`config.mk`:
```
export PLATFORM = sky130hd
export DESIGN_NAME = dominos_input_cond_flat
export DESIGN_NICKNAME = d
export VERILOG_FILES = /design/src/rtl/dominos_input_pkg.sv /design/src/rtl/dominos_input_cond_if.sv /design/src/rtl/dominos_input_cond_debounce.sv /design/src/rtl/dominos_input_cond.sv /design/src/flat_wrapper.sv
export SDC_FILE = /design/constraint.sdc
export NUM_CORES = 1
export LEC_CHECK = 0
export CAP_MARGIN = 5
export CORE_ASPECT_RATIO = 1.2
export CORE_MARGIN = 8
export CORE_UTILIZATION = 56
export CTS_CLUSTER_SIZE = 10
export DETAILED_ROUTE_END_ITERATION = 10
export GPL_TIMING_DRIVEN = 0
export PLACE_DENSITY_LB_ADDON = 0.3
export SYNTH_ARGS = -nofsm -noshare
export SYNTH_HDL_FRONTEND = slang
export SYNTH_SLANG_ARGS = --single-unit
```
`constraint.sdc`:
```
create_clock -name clk_sys -period 9.8 [get_ports clk_sys]
set_input_delay 1.96 -clock clk_sys [delete_from_list [all_inputs] [get_ports clk_sys]]
set_output_delay 1.96 -clock clk_sys [all_outputs]
set_load 0.02 [all_outputs]
```
`src/rtl/dominos_input_pkg.sv`:
```
// Shared definitions for the dominos player-input conditioner.
// Latency: n/a (types, constants and pure helper functions only).
// Backpressure: n/a.
package dominos_input_pkg;

    // Bit positions inside one player's 7-bit control word.
    localparam int JB_R      = 0;
    localparam int JB_L      = 1;
    localparam int JB_D      = 2;
    localparam int JB_U      = 3;
    localparam int JB_COIN   = 4;
    localparam int JB_S1     = 5;
    localparam int JB_S2     = 6;
    localparam int JB_W      = 7;
    localparam int N_PLAYERS = 2;

    typedef enum logic [2:0] {
        DIR_NONE,
        DIR_U,
        DIR_D,
        DIR_L,
        DIR_R
    } dir_t;

    typedef enum logic [1:0] {
        CS_IDLE,
        CS_PULSE,
        CS_GAP,
        CS_WAIT_REL
    } coin_st_t;

    // Highest-priority direction set in v (U > D > L > R); v uses the JB_* layout.
    function automatic dir_t pick_dir(input logic [3:0] v);
        if (v[JB_U])      return DIR_U;
        else if (v[JB_D]) return DIR_D;
        else if (v[JB_L]) return DIR_L;
        else if (v[JB_R]) return DIR_R;
        else              return DIR_NONE;
    endfunction

    // True when direction d is currently held in v.
    function automatic logic dir_held(input dir_t d, input logic [3:0] v);
        case (d)
            DIR_U:   return v[JB_U];
            DIR_D:   return v[JB_D];
            DIR_L:   return v[JB_L];
            DIR_R:   return v[JB_R];
            default: return 1'b0;
        endcase
    endfunction

endpackage

```
`src/rtl/dominos_input_cond_if.sv`:
```
// Bundles raw player controls and the conditioned active-low core pins.
// Latency: n/a (wiring only).
// Backpressure: none; level signals, no handshake.
//   master: drives joy0_i/joy1_i, observes outputs (bench / board glue)
//   slave : the conditioner itself
interface dominos_input_cond_if;
    import dominos_input_pkg::*;

    logic [JB_W-1:0]      joy0_i;
    logic [JB_W-1:0]      joy1_i;
    logic [N_PLAYERS-1:0] up_n;
    logic [N_PLAYERS-1:0] down_n;
    logic [N_PLAYERS-1:0] left_n;
    logic [N_PLAYERS-1:0] right_n;
    logic [N_PLAYERS-1:0] coin_n;
    logic                 start1_n;
    logic                 start2_n;
    logic                 tick_1ms;

    modport master (
        output joy0_i, joy1_i,
        input  up_n, down_n, left_n, right_n, coin_n, start1_n, start2_n, tick_1ms
    );

    modport slave (
        input  joy0_i, joy1_i,
        output up_n, down_n, left_n, right_n, coin_n, start1_n, start2_n, tick_1ms
    );

endinterface

```
`src/rtl/dominos_input_cond_debounce.sv`:
```
// One-bit 2-FF synchroniser plus tick-based debouncer.
// Latency: 2 cycles sync + DEBOUNCE_MS ticks (+ up to one tick of phase) to o_deb.
// Backpressure: none; free-running level filter.
//   ports: clk_sys, reset (async, active-high), i_raw (async input),
//          i_tick (shared 1 ms strobe), o_deb (accepted level)
module input_debounce #(
    parameter int DEBOUNCE_MS = 5
) (
    input  logic clk_sys,
    input  logic reset,
    input  logic i_raw,
    input  logic i_tick,
    output logic o_deb
);

    logic       r_meta;
    logic       r_raw_s;
    logic       r_deb;
    logic [3:0] r_cnt;

    // The counter only survives while raw_s disagrees with deb, so any
    // return to the accepted level throws away partial progress.
    always_ff @(posedge clk_sys or posedge reset) begin
        if (reset) begin
            r_meta  <= 1'b0;
            r_raw_s <= 1'b0;
            r_deb   <= 1'b0;
            r_cnt   <= 4'd0;
        end else begin
            r_meta  <= i_raw;
            r_raw_s <= r_meta;
            if (r_raw_s == r_deb) begin
                r_cnt <= 4'd0;
            end else if (i_tick) begin
                if (r_cnt + 4'd1 == 4'(DEBOUNCE_MS)) begin
                    r_deb <= r_raw_s;
                    r_cnt <= 4'd0;
                end else begin
                    r_cnt <= r_cnt + 4'd1;
                end
            end
        end
    end

    assign o_deb = r_deb;

endmodule

```
`src/rtl/dominos_input_cond.sv`:
```
// Conditions merged player controls: sync/debounce, 4-way stick resolve, coin pulse, start merge.
// Latency: raw edge -> output = 2 sync cycles + DEBOUNCE_MS ticks (+ tick phase) + 1 cycle.
// Backpressure: none; outputs are registered active-low levels for the core.
//   ports: clk_sys, reset (async, active-high), io (dominos_input_cond_if.slave)
module dominos_input_cond
    import dominos_input_pkg::*;
#(
    parameter int CLK_FREQ      = 12000000,
    parameter int DEBOUNCE_MS   = 5,
    parameter int COIN_PULSE_MS = 50,
    parameter int COIN_GAP_MS   = 100
) (
    input  logic                 clk_sys,
    input  logic                 reset,
    dominos_input_cond_if.slave  io
);

    localparam int DIV = (CLK_FREQ / 1000 < 1) ? 1 : CLK_FREQ / 1000;
    localparam int PW  = (DIV > 1) ? $clog2(DIV) : 1;
    localparam int NB  = N_PLAYERS * JB_W;

    // ---------------- 1 ms prescaler ----------------
    logic [PW-1:0] r_pre;
    logic          w_tick;

    assign w_tick = (r_pre == PW'(DIV - 1));

    always_ff @(posedge clk_sys or posedge reset) begin
        if (reset) begin
            r_pre <= '0;
        end else if (w_tick) begin
            r_pre <= '0;
        end else begin
            r_pre <= r_pre + PW'(1);
        end
    end

    assign io.tick_1ms = w_tick;

    // ---------------- sync + debounce, all 14 bits ----------------
    logic [NB-1:0] w_raw;
    logic [NB-1:0] w_deb;

    assign w_raw = {io.joy1_i, io.joy0_i};

    for (genvar g = 0; g < NB; g++) begin : g_deb
        input_debounce #(
            .DEBOUNCE_MS (DEBOUNCE_MS)
        ) u_deb (
            .clk_sys (clk_sys),
            .reset   (reset),
            .i_raw   (w_raw[g]),
            .i_tick  (w_tick),
            .o_deb   (w_deb[g])
        );
    end

    // ---------------- per-player resolver and coin FSM ----------------
    for (genvar p = 0; p < N_PLAYERS; p++) begin : g_player
        logic [3:0] w_dirs;
        logic [3:0] w_rise;
        logic       w_coin;
        dir_t       w_sel_nxt;

        dir_t       r_sel;
        logic [3:0] r_dir_prev;
        logic       r_up_n;
        logic       r_down_n;
        logic       r_left_n;
        logic       r_right_n;

        coin_st_t   r_cst;
        logic [7:0] r_tcnt;
        logic       r_coin_prev;
        logic       r_coin_n;

        assign w_dirs = w_deb[p*JB_W +: 4];
        assign w_coin = w_deb[p*JB_W + JB_COIN];
        assign w_rise = w_dirs & ~r_dir_prev;

        // A fresh press always takes over; otherwise only losing the
        // selected direction forces a re-pick among what is still held.
        always_comb begin
            w_sel_nxt = r_sel;
            if (|w_rise) begin
                w_sel_nxt = pick_dir(w_rise);
            end else if (r_sel != DIR_NONE && !dir_held(r_sel, w_dirs)) begin
                w_sel_nxt = pick_dir(w_dirs);
            end
        end

        // Outputs are decoded from the next selection so they land in
        // the same cycle as r_sel, one cycle after deb moves.
        always_ff @(posedge clk_sys or posedge reset) begin
            if (reset) begin
                r_sel      <= DIR_NONE;
                r_dir_prev <= 4'd0;
                r_up_n     <= 1'b1;
                r_down_n   <= 1'b1;
                r_left_n   <= 1'b1;
                r_right_n  <= 1'b1;
            end else begin
                r_sel      <= w_sel_nxt;
                r_dir_prev <= w_dirs;
                r_up_n     <= (w_sel_nxt != DIR_U);
                r_down_n   <= (w_sel_nxt != DIR_D);
                r_left_n   <= (w_sel_nxt != DIR_L);
                r_right_n  <= (w_sel_nxt != DIR_R);
            end
        end

        // Coin edge history updates in every state, so a press made during
        // PULSE/GAP is consumed there and never replays on return to IDLE.
        always_ff @(posedge clk_sys or posedge reset) begin
            if (reset) begin
                r_cst       <= CS_IDLE;
                r_tcnt      <= 8'd0;
                r_coin_prev <= 1'b0;
                r_coin_n    <= 1'b1;
            end else begin
                r_coin_prev <= w_coin;
                case (r_cst)
                    CS_IDLE: begin
                        if (w_coin && !r_coin_prev) begin
                            r_cst    <= CS_PULSE;
                            r_coin_n <= 1'b0;
                            r_tcnt   <= 8'd0;
                        end
                    end
                    CS_PULSE: begin
                        if (w_tick) begin
                            if (r_tcnt + 8'd1 == 8'(COIN_PULSE_MS)) begin
                                r_cst    <= CS_GAP;
                                r_coin_n <= 1'b1;
                                r_tcnt   <= 8'd0;
                            end else begin
                                r_tcnt <= r_tcnt + 8'd1;
                            end
                        end
                    end
                    CS_GAP: begin
                        if (w_tick) begin
                            if (r_tcnt + 8'd1 == 8'(COIN_GAP_MS)) begin
                                r_cst  <= CS_WAIT_REL;
                                r_tcnt <= 8'd0;
                            end else begin
                                r_tcnt <= r_tcnt + 8'd1;
                            end
                        end
                    end
                    CS_WAIT_REL: begin
                        if (!w_coin) begin
                            r_cst <= CS_IDLE;
                        end
                    end
                    default: begin
                        r_cst    <= CS_IDLE;
                        r_coin_n <= 1'b1;
                    end
                endcase
            end
        end

        assign io.up_n[p]    = r_up_n;
        assign io.down_n[p]  = r_down_n;
        assign io.left_n[p]  = r_left_n;
        assign io.right_n[p] = r_right_n;
        assign io.coin_n[p]  = r_coin_n;
    end

    // ---------------- start buttons, shared by both players ----------------
    logic r_start1_n;
    logic r_start2_n;

    always_ff @(posedge clk_sys or posedge reset) begin
        if (reset) begin
            r_start1_n <= 1'b1;
            r_start2_n <= 1'b1;
        end else begin
            r_start1_n <= ~(w_deb[JB_S1] | w_deb[JB_W + JB_S1]);
            r_start2_n <= ~(w_deb[JB_S2] | w_deb[JB_W + JB_S2]);
        end
    end

    assign io.start1_n = r_start1_n;
    assign io.start2_n = r_start2_n;

endmodule

```
`src/flat_wrapper.sv`:
```
// flat-port wrapper written by rule: the top's interface ports become plain ports
module dominos_input_cond_flat import dominos_input_pkg::*;
#(
    parameter int CLK_FREQ      = 12000000,
    parameter int DEBOUNCE_MS   = 5,
    parameter int COIN_PULSE_MS = 50,
    parameter int COIN_GAP_MS   = 100
)
  (clk_sys, reset, io_joy0_i, io_joy1_i, io_up_n, io_down_n, io_left_n, io_right_n, io_coin_n, io_start1_n, io_start2_n, io_tick_1ms);
  dominos_input_cond_if io_i ();
  input  logic clk_sys;
  input  logic reset;
  input wire logic [$bits(io_i.joy0_i)-1:0] io_joy0_i;
  input wire logic [$bits(io_i.joy1_i)-1:0] io_joy1_i;
  output wire logic [$bits(io_i.up_n)-1:0] io_up_n;
  output wire logic [$bits(io_i.down_n)-1:0] io_down_n;
  output wire logic [$bits(io_i.left_n)-1:0] io_left_n;
  output wire logic [$bits(io_i.right_n)-1:0] io_right_n;
  output wire logic [$bits(io_i.coin_n)-1:0] io_coin_n;
  output wire logic [$bits(io_i.start1_n)-1:0] io_start1_n;
  output wire logic [$bits(io_i.start2_n)-1:0] io_start2_n;
  output wire logic [$bits(io_i.tick_1ms)-1:0] io_tick_1ms;
  assign io_i.joy0_i = io_joy0_i;
  assign io_i.joy1_i = io_joy1_i;
  assign io_up_n = io_i.up_n;
  assign io_down_n = io_i.down_n;
  assign io_left_n = io_i.left_n;
  assign io_right_n = io_i.right_n;
  assign io_coin_n = io_i.coin_n;
  assign io_start1_n = io_i.start1_n;
  assign io_start2_n = io_i.start2_n;
  assign io_tick_1ms = io_i.tick_1ms;
  dominos_input_cond #(.CLK_FREQ(CLK_FREQ), .DEBOUNCE_MS(DEBOUNCE_MS), .COIN_PULSE_MS(COIN_PULSE_MS), .COIN_GAP_MS(COIN_GAP_MS)) u_core (.clk_sys(clk_sys), .reset(reset), .io(io_i));
endmodule
```
==> results.cfg, run 1 <==
[timing]
slew_headroom = 0.570
grt_setup_unrepaired = no
fmax_mhz = 193
slew_violations = 0
tns_ns = 0
skew_ns = 0.0150
setup_violations = 0
holdWs_ns = 0.348
finalCriticalPeriod_ns = 5.17
finalCritPeriodShare = 0.528
final-hold-violation-count = 0
tightest_slew_ns = 0.646

[synth]
synth_ff_type = dfrtp_1
ys_ff_latch = 160
synth_xor_area_frac = 0.0595
synth_fa_ha_area_frac = 0.0649
yosysWarnings = 0
synth.area.mux_share = 0.0205
synth_top_family_by_area = simple AND/OR/NAND/NOR gates
synth.avg_cell_area_sq_um = 9.90
synth_compound_area_frac = 0.140
synth_edf_count = 0
synthesis.nets = 876
yosys.cell_types.count = 76
yosys.area_share.simple = 0.171
seq_area_frac_synth = 0.496
async_reset_ff_frac = 1.00
syn-cell-area_sq_um = 8100
syn_inst = 818

[setup_path]
cp-start-kind = flip-flop
crit_chain = ha_1 > and4_1 > nand4_1 > inv_2 > clkbuf_1 > buf_2 > clkdlybuf4s50_1
slowest_delay_ns = 0.64
crit_required_ns = 7.84
cp.arrival_ns = 3.21
worstSetupPathType = reg -> out
ff2ff_setup_slack_ns = 7.25
endpoint_kind = output pin
critPathSlowestCell = clkdlybuf4s50_1
cp_max_fo = 10

[final_layout]
final_net_count = 924
final_area_sq_um = 9290
final_util = 0.650
drive_gt1_frac = 0.109
area_delta_synth_final_pct = 14.7
nFillCells = 1168
num_antenna_cells = 0

[routing]
wl_per_cell_um = 14.9
routed_via_density = 5.57
route.detailed.drc = 0
dr.pass1.iters = 7
route.antenna.remaining_nets = 0
drt_wl_total_um = 15700
first_iter_violations = 350
vias = 5866

[clock_network]
cts-htree-levels = 4
post_cts_buffers = 0
path_clk_slew_ns = 0.06
cts_buffers = 17
root_buffer = clkbuf_16
cts_hold_buf = 0
cts_sinks = 160
clock_latency_ns = 0.43
clockBufferDepth = 2
post_cts_resized = 0
cts_tree = built

[floorplan]
core_area_sq_um = 14300
ios = 29
die_area_sq_um = 18600
start_util = 0.567
fp.dieW_um = 126
die_y_um = 148
placementRows = 48

[job]
cap_violations = 0

[hold_path]
min_path_type = reg -> reg

[grt]
antenna_found_initial = 0
grt_start_max_net_pins = 128
grt_pass1_vias = 5801
grt-ovfl-total = 0
grtUsageTotal = 0.182
grt_pass1_wl_um = 27400

[power]
ir_drop_v = 0.000130
p_total_uw = 1420
power.density_nw_per_um2 = 153
power.leakage_uw = 0.00403

[placement]
gp_congestion = 0.825
dp_hpwl_um = 10300
io_buffers = 28
place_area_sq_um = 8630

[outcome]
status = completed
==> cells in the mapped netlist, drive strengths merged, types with 13 or more instances <==
| library cell | instances | area, sq um |
|---|---|---|
| dfrtp | 148 | 3700 |
| nand2 | 95 | 357 |
| a21oi | 74 | 370 |
| inv | 57 | 214 |
| o21ai | 54 | 270 |
| nand3 | 45 | 225 |
| nor2 | 45 | 171 |
| ha | 42 | 526 |
| xor2 | 34 | 298 |
| buf | 23 | 144 |
| xnor2 | 21 | 184 |
| or3 | 18 | 113 |
| mux2 | 13 | 146 |
==> flip-flops by register name, summed over array words and instances, names as in the netlist <==
register                     count
u_core.g_player.r_cst            4
u_core.g_player.r_left_n         2
u_core.g_deb.u_deb.r_raw_s      14
u_core.g_deb.u_deb.o_deb        14
u_core.r_pre                    14
u_core.g_deb.u_deb.r_cnt        56
u_core.g_player.r_down_n         2
u_core.g_player.r_tcnt          16
u_core.g_deb.u_deb.r_meta       14
u_core.g_player.r_sel            6
u_core.g_player.r_dir_prev       8
u_core.g_player.r_up_n           2
u_core.io.start1_n               1
u_core.g_player.r_coin_n         2
u_core.g_player.r_coin_prev      2
u_core.g_player.r_right_n        2
u_core.io.start2_n               1
==> routing by layer <==
layer	GRT usage	vias up	wire length (um)	part of all wire
li1	-	2915	-	-
met1	0.223	2865	6950	0.44
met2	0.310	78	8100	0.51
met3	0.0386	8	533	0.034
met4	0.0657	0	140	0.0089
met5	0	-	0	0
==> worst max-delay path: cells and delay by family, from the launching register on <==
family,cells,cell delay (ns)
buffers and inverters,4,1.75
AND/OR/NAND/NOR,2,0.43
flip-flops,1,0.39
adder cells (fa/ha/maj),1,0.22
==> cell usage in the layout (no fill, tap or decap), types with 3 or more instances in the layout <==
| cell type | count |
|---|---|
| a211oi_1 | 5 |
| a21boi_0 | 3 |
| a21o_1 | 3 |
| a21oi_1 | 74 |
| a2bb2oi_1 | 3 |
| and2_1 | 7 |
| and3_1 | 4 |
| buf_2 | 10 |
| buf_4 | 10 |
| bufinv_16 | 5 |
| clkbuf_1 | 7 |
| clkbuf_16 | 17 |
| clkdlybuf4s50_1 | 28 |
| dfrtp_1 | 148 |
| dfstp_2 | 12 |
| ha_1 | 42 |
| inv_1 | 55 |
| inv_6 | 3 |
| mux2_2 | 12 |
| nand2_1 | 95 |
| nand2b_1 | 12 |
| nand3_1 | 45 |
| nand4_1 | 5 |
| nand4b_1 | 10 |
| nor2_1 | 44 |
| nor2b_1 | 3 |
| nor3_1 | 6 |
| nor4b_1 | 3 |
| o211ai_1 | 5 |
| o21ai_0 | 52 |
| o21bai_1 | 4 |
| o22ai_1 | 3 |
| o2bb2ai_1 | 3 |
| or2_2 | 3 |
| or3_1 | 18 |
| xnor2_1 | 21 |
| xor2_1 | 34 |
==> report_power, final <==
part	internal, uW	total, uW	switching, uW
clock network	456	730	274
logic	8.35	25.5	17.1
registers	667	670	2.88
==> worst paths after layout <==
kind                                          startpoint                               to  depth (start not counted)
setup / recovery                         u_core.r_pre[0]                      io_tick_1ms                          7
hold / removal             u_core.g_deb[11].u_deb.r_meta   u_core.g_deb[11].u_deb.r_raw_s                          0
setup reg to reg                         u_core.r_pre[0]      u_core.g_deb[7].u_deb.o_deb                          9
hold reg to reg            u_core.g_deb[11].u_deb.r_meta   u_core.g_deb[11].u_deb.r_raw_s                          0
max in group asynchronous                          reset  u_core.g_deb[10].u_deb.r_cnt[2]                          3
min in group asynchronous                          reset    u_core.g_deb[3].u_deb.r_raw_s                          2
==> layout make-up <==
cell class	count	area, sq um	area share
buffer	31	175	0.0189
clock buffer	17	425	0.0458
clock inverter	15	230	0.0248
inverter	57	221	0.0238
multi-input combinational	570	3690	0.397
sequential	160	4020	0.433
tap	175	219	0.0236
timing repair buffer	29	308	0.0331
==> metrics by stage <==
stage	instances	setup slack (ns)
final	1054	4.63
after global routing	1054	4.45
after CTS	1054	4.60
after detailed placement	1022	5.03
after global placement	1021	1.42
after floorplan	818	3.54
==> kinds of logic (layout without fill, tap and decap cells) <==
kind of cell,after synthesis,after routing
adder cells (fa/ha/maj),42,42
multiplexers,15,15
AO/OA/AOI/OAI,185,185
AND/OR/NAND/NOR,273,273
XOR/XNOR,55,55
flip-flops,160,160
buffers and inverters,88,149
Note: power is estimated with default switching activity, not from simulation.
==> inputs of run 2 (changes only) <==
==> constraint.sdc (replaced) <==
create_clock -name clk_sys -period 5.05 [get_ports clk_sys]
set_input_delay 1.01 -clock clk_sys [delete_from_list [all_inputs] [get_ports clk_sys]]
set_output_delay 1.01 -clock clk_sys [all_outputs]
set_load 0.02 [all_outputs]
==> run 2 against run 1 <==
- sequential power up 94%
- first-iteration DRC count up 4.6%
- sequential cell count unchanged
- non-clock buffer count up 3
- design area down 0.28%
- wire length down 1.4%
- worst hold slack about the same
- clock-buffer cell count up 3
- die area unchanged
- clock power up 71%
- combinational power up 110%
==> results.cfg, run 2 (synthesized netlist as in run 1, its figures left out) <==
[setup_path]
cp_max_fo = 10
slowest_delay_ns = 0.64
r2r_end = u_core.g_deb[10].u_deb.r_cnt[0]
worstSetupPathType = reg -> out
crit_required_ns = 4.04
critPathSlowestCell = clkdlybuf4s50_1
timing.rr.start = u_core.r_pre[0]
ff2ff_setup_slack_ns = 2.47
endpoint_kind = output pin
cp.arrival_ns = 3.17
cp-start-kind = flip-flop
rr_worst_depth = 8
crit_chain = ha_1 > and4_1 > nand4_1 > inv_2 > clkbuf_1 > buf_2 > clkdlybuf4s50_1

[floorplan]
die_y_um = 148
placementRows = 48
core_area_sq_um = 14300
fp.dieW_um = 126
start_util = 0.567
ios = 29
die_area_sq_um = 18600

[clock_network]
clock_latency_ns = 0.42
cts-htree-levels = 4
cts_tree = built
root_buffer = clkbuf_16
cts_sinks = 160
post_cts_resized = 0
post_cts_buffers = 0
path_clk_slew_ns = 0.06
clockBufferDepth = 2
cts_buffers = 17
cts_hold_buf = 0

[timing]
grt_setup_unrepaired = no
final-hold-violation-count = 0
tns_ns = 0
finalCriticalPeriod_ns = 4.18
finalCritPeriodShare = 0.828
slew_headroom = 0.563
tightest_slew_ns = 0.655
skew_ns = 0.00695
fmax_mhz = 239
setup_violations = 0
slew_violations = 0

[final_layout]
top_register = u_core.g_deb.u_deb.r_cnt
final_cell_count_no_fill = 1057
reg_top3 = u_core.g_deb.u_deb.r_cnt: 56 flops, u_core.g_player.r_tcnt: 16 flops
drive_gt1_frac = 0.110
layout_commonest_cell = dfrtp_1
final_cell_mix = dfrtp_1 (148), nand2_1 (95), a21oi_1 (74)
largest_reg_flops = 56
num_antenna_cells = 0
area_delta_synth_final_pct = 14.4
final_net_count = 927
nFillCells = 1182

[grt]
grtUsageTotal = 0.180
antenna_found_initial = 0
use_met1 = 0.216
busiest_layer = met2
grt_start_max_net_pins = 40
use_met3 = 0.0342
grt_pass1_vias = 5863
grt_pass1_wl_um = 27200
grtUsageMet2 = 0.312
grt-ovfl-total = 0

[placement]
place_inst = 1025
io_buffers = 28
gp_congestion = 0.825
dp_hpwl_um = 10500

[routing]
route.detailed.drc = 0
routed_via_density = 5.57
vias = 5889
drt_wl_total_um = 15500
wl_per_cell_um = 14.7
route.antenna.remaining_nets = 0
dr.pass1.iters = 5
first_iter_violations = 366

[power]
power.density_nw_per_um2 = 282
power.leakage_uw = 0.00400
ir_drop_v = 0.000244

[outcome]
status = completed

[hold_path]
min_delay_path_depth = 0
hold_end = u_core.g_deb[11].u_deb.r_raw_s
min_path_type = reg -> reg
hold_start = u_core.g_deb[11].u_deb.r_meta

[job]
cap_violations = 0
-- run 2: cell count changes in the layout (fill, tap and decap cells not counted), moves of 2 or more --
cell,before,now
buf_12,0,4
inv_8,2,0
bufinv_16,5,2
clkinvlp_4,2,6
clkbuf_1,7,9
-- run 2: critical path: cells and delay by family, from the launching register on --
| kind | cells | cell delay, ns |
|---|---|---|
| DFF | 1 | 0.39 |
| adders and majority gates | 1 | 0.22 |
| buffers and inverters | 4 | 1.69 |
| and+or+nand+nor | 2 | 0.43 |
-- run 2: cell type report --
cell class              instances  area [sq um]  area share
flip-flops and latches        160          4020       0.434
multi-input cells             570          3690       0.398
clock buffers                  20           447      0.0482
repair buffers                 32           360      0.0389
well taps                     175           219      0.0236
inverters                      57           218      0.0235
plain buffers                  31           175      0.0189
clock inverters                12           134      0.0145
-- run 2: per-layer routing --
| metal | up-vias | share of wire |
|---|---|---|
| met2 | 90 | 0.50 |
| met4 | 0 | 0.019 |
| li1 | 2917 | - |
| met3 | 24 | 0.032 |
| met1 | 2858 | 0.44 |
| met5 | - | 0 |
-- run 2: power by group --
group          switching, uW  leakage [uW]  internal (uW)
Sequential              5.64       0.00212           1290
Combinational           33.9       0.00162           20.1
Clock                    512      0.000269            742
Total                    552       0.00400           2060
-- run 2: per-stage QoR --
stage          power, uW  instance area (sq um)  setup WS [ns]  hold slack [ns]  utilization
2_1_floorplan       1350                   8100           2.02            0.331            -
3_3_place_gp        1370                   8600          0.673            0.332        0.602
3_5_place_dp        1380                   8680           1.25            0.336        0.607
4_1_cts             2630                   9260          0.783            0.350        0.648
5_1_grt             2700                   9260          0.668            0.356        0.648
6_report            2610                   9260          0.868            0.348        0.648
-- run 2: worst max path at each step --
stage	from	to	slack (ns)	cells after the start
after global routing	u_core.r_pre[0]	io_tick_1ms	0.67	7
after detailed placement	u_core.r_pre[0]	io_tick_1ms	1.25	7
after global placement	reset	u_core.g_player[0].r_tcnt[6]	0.67	2
final	u_core.r_pre[0]	io_tick_1ms	0.87	7
after CTS	u_core.r_pre[0]	io_tick_1ms	0.78	7
after floorplan	reset	u_core.g_deb[0].u_deb.o_deb	2.02	1
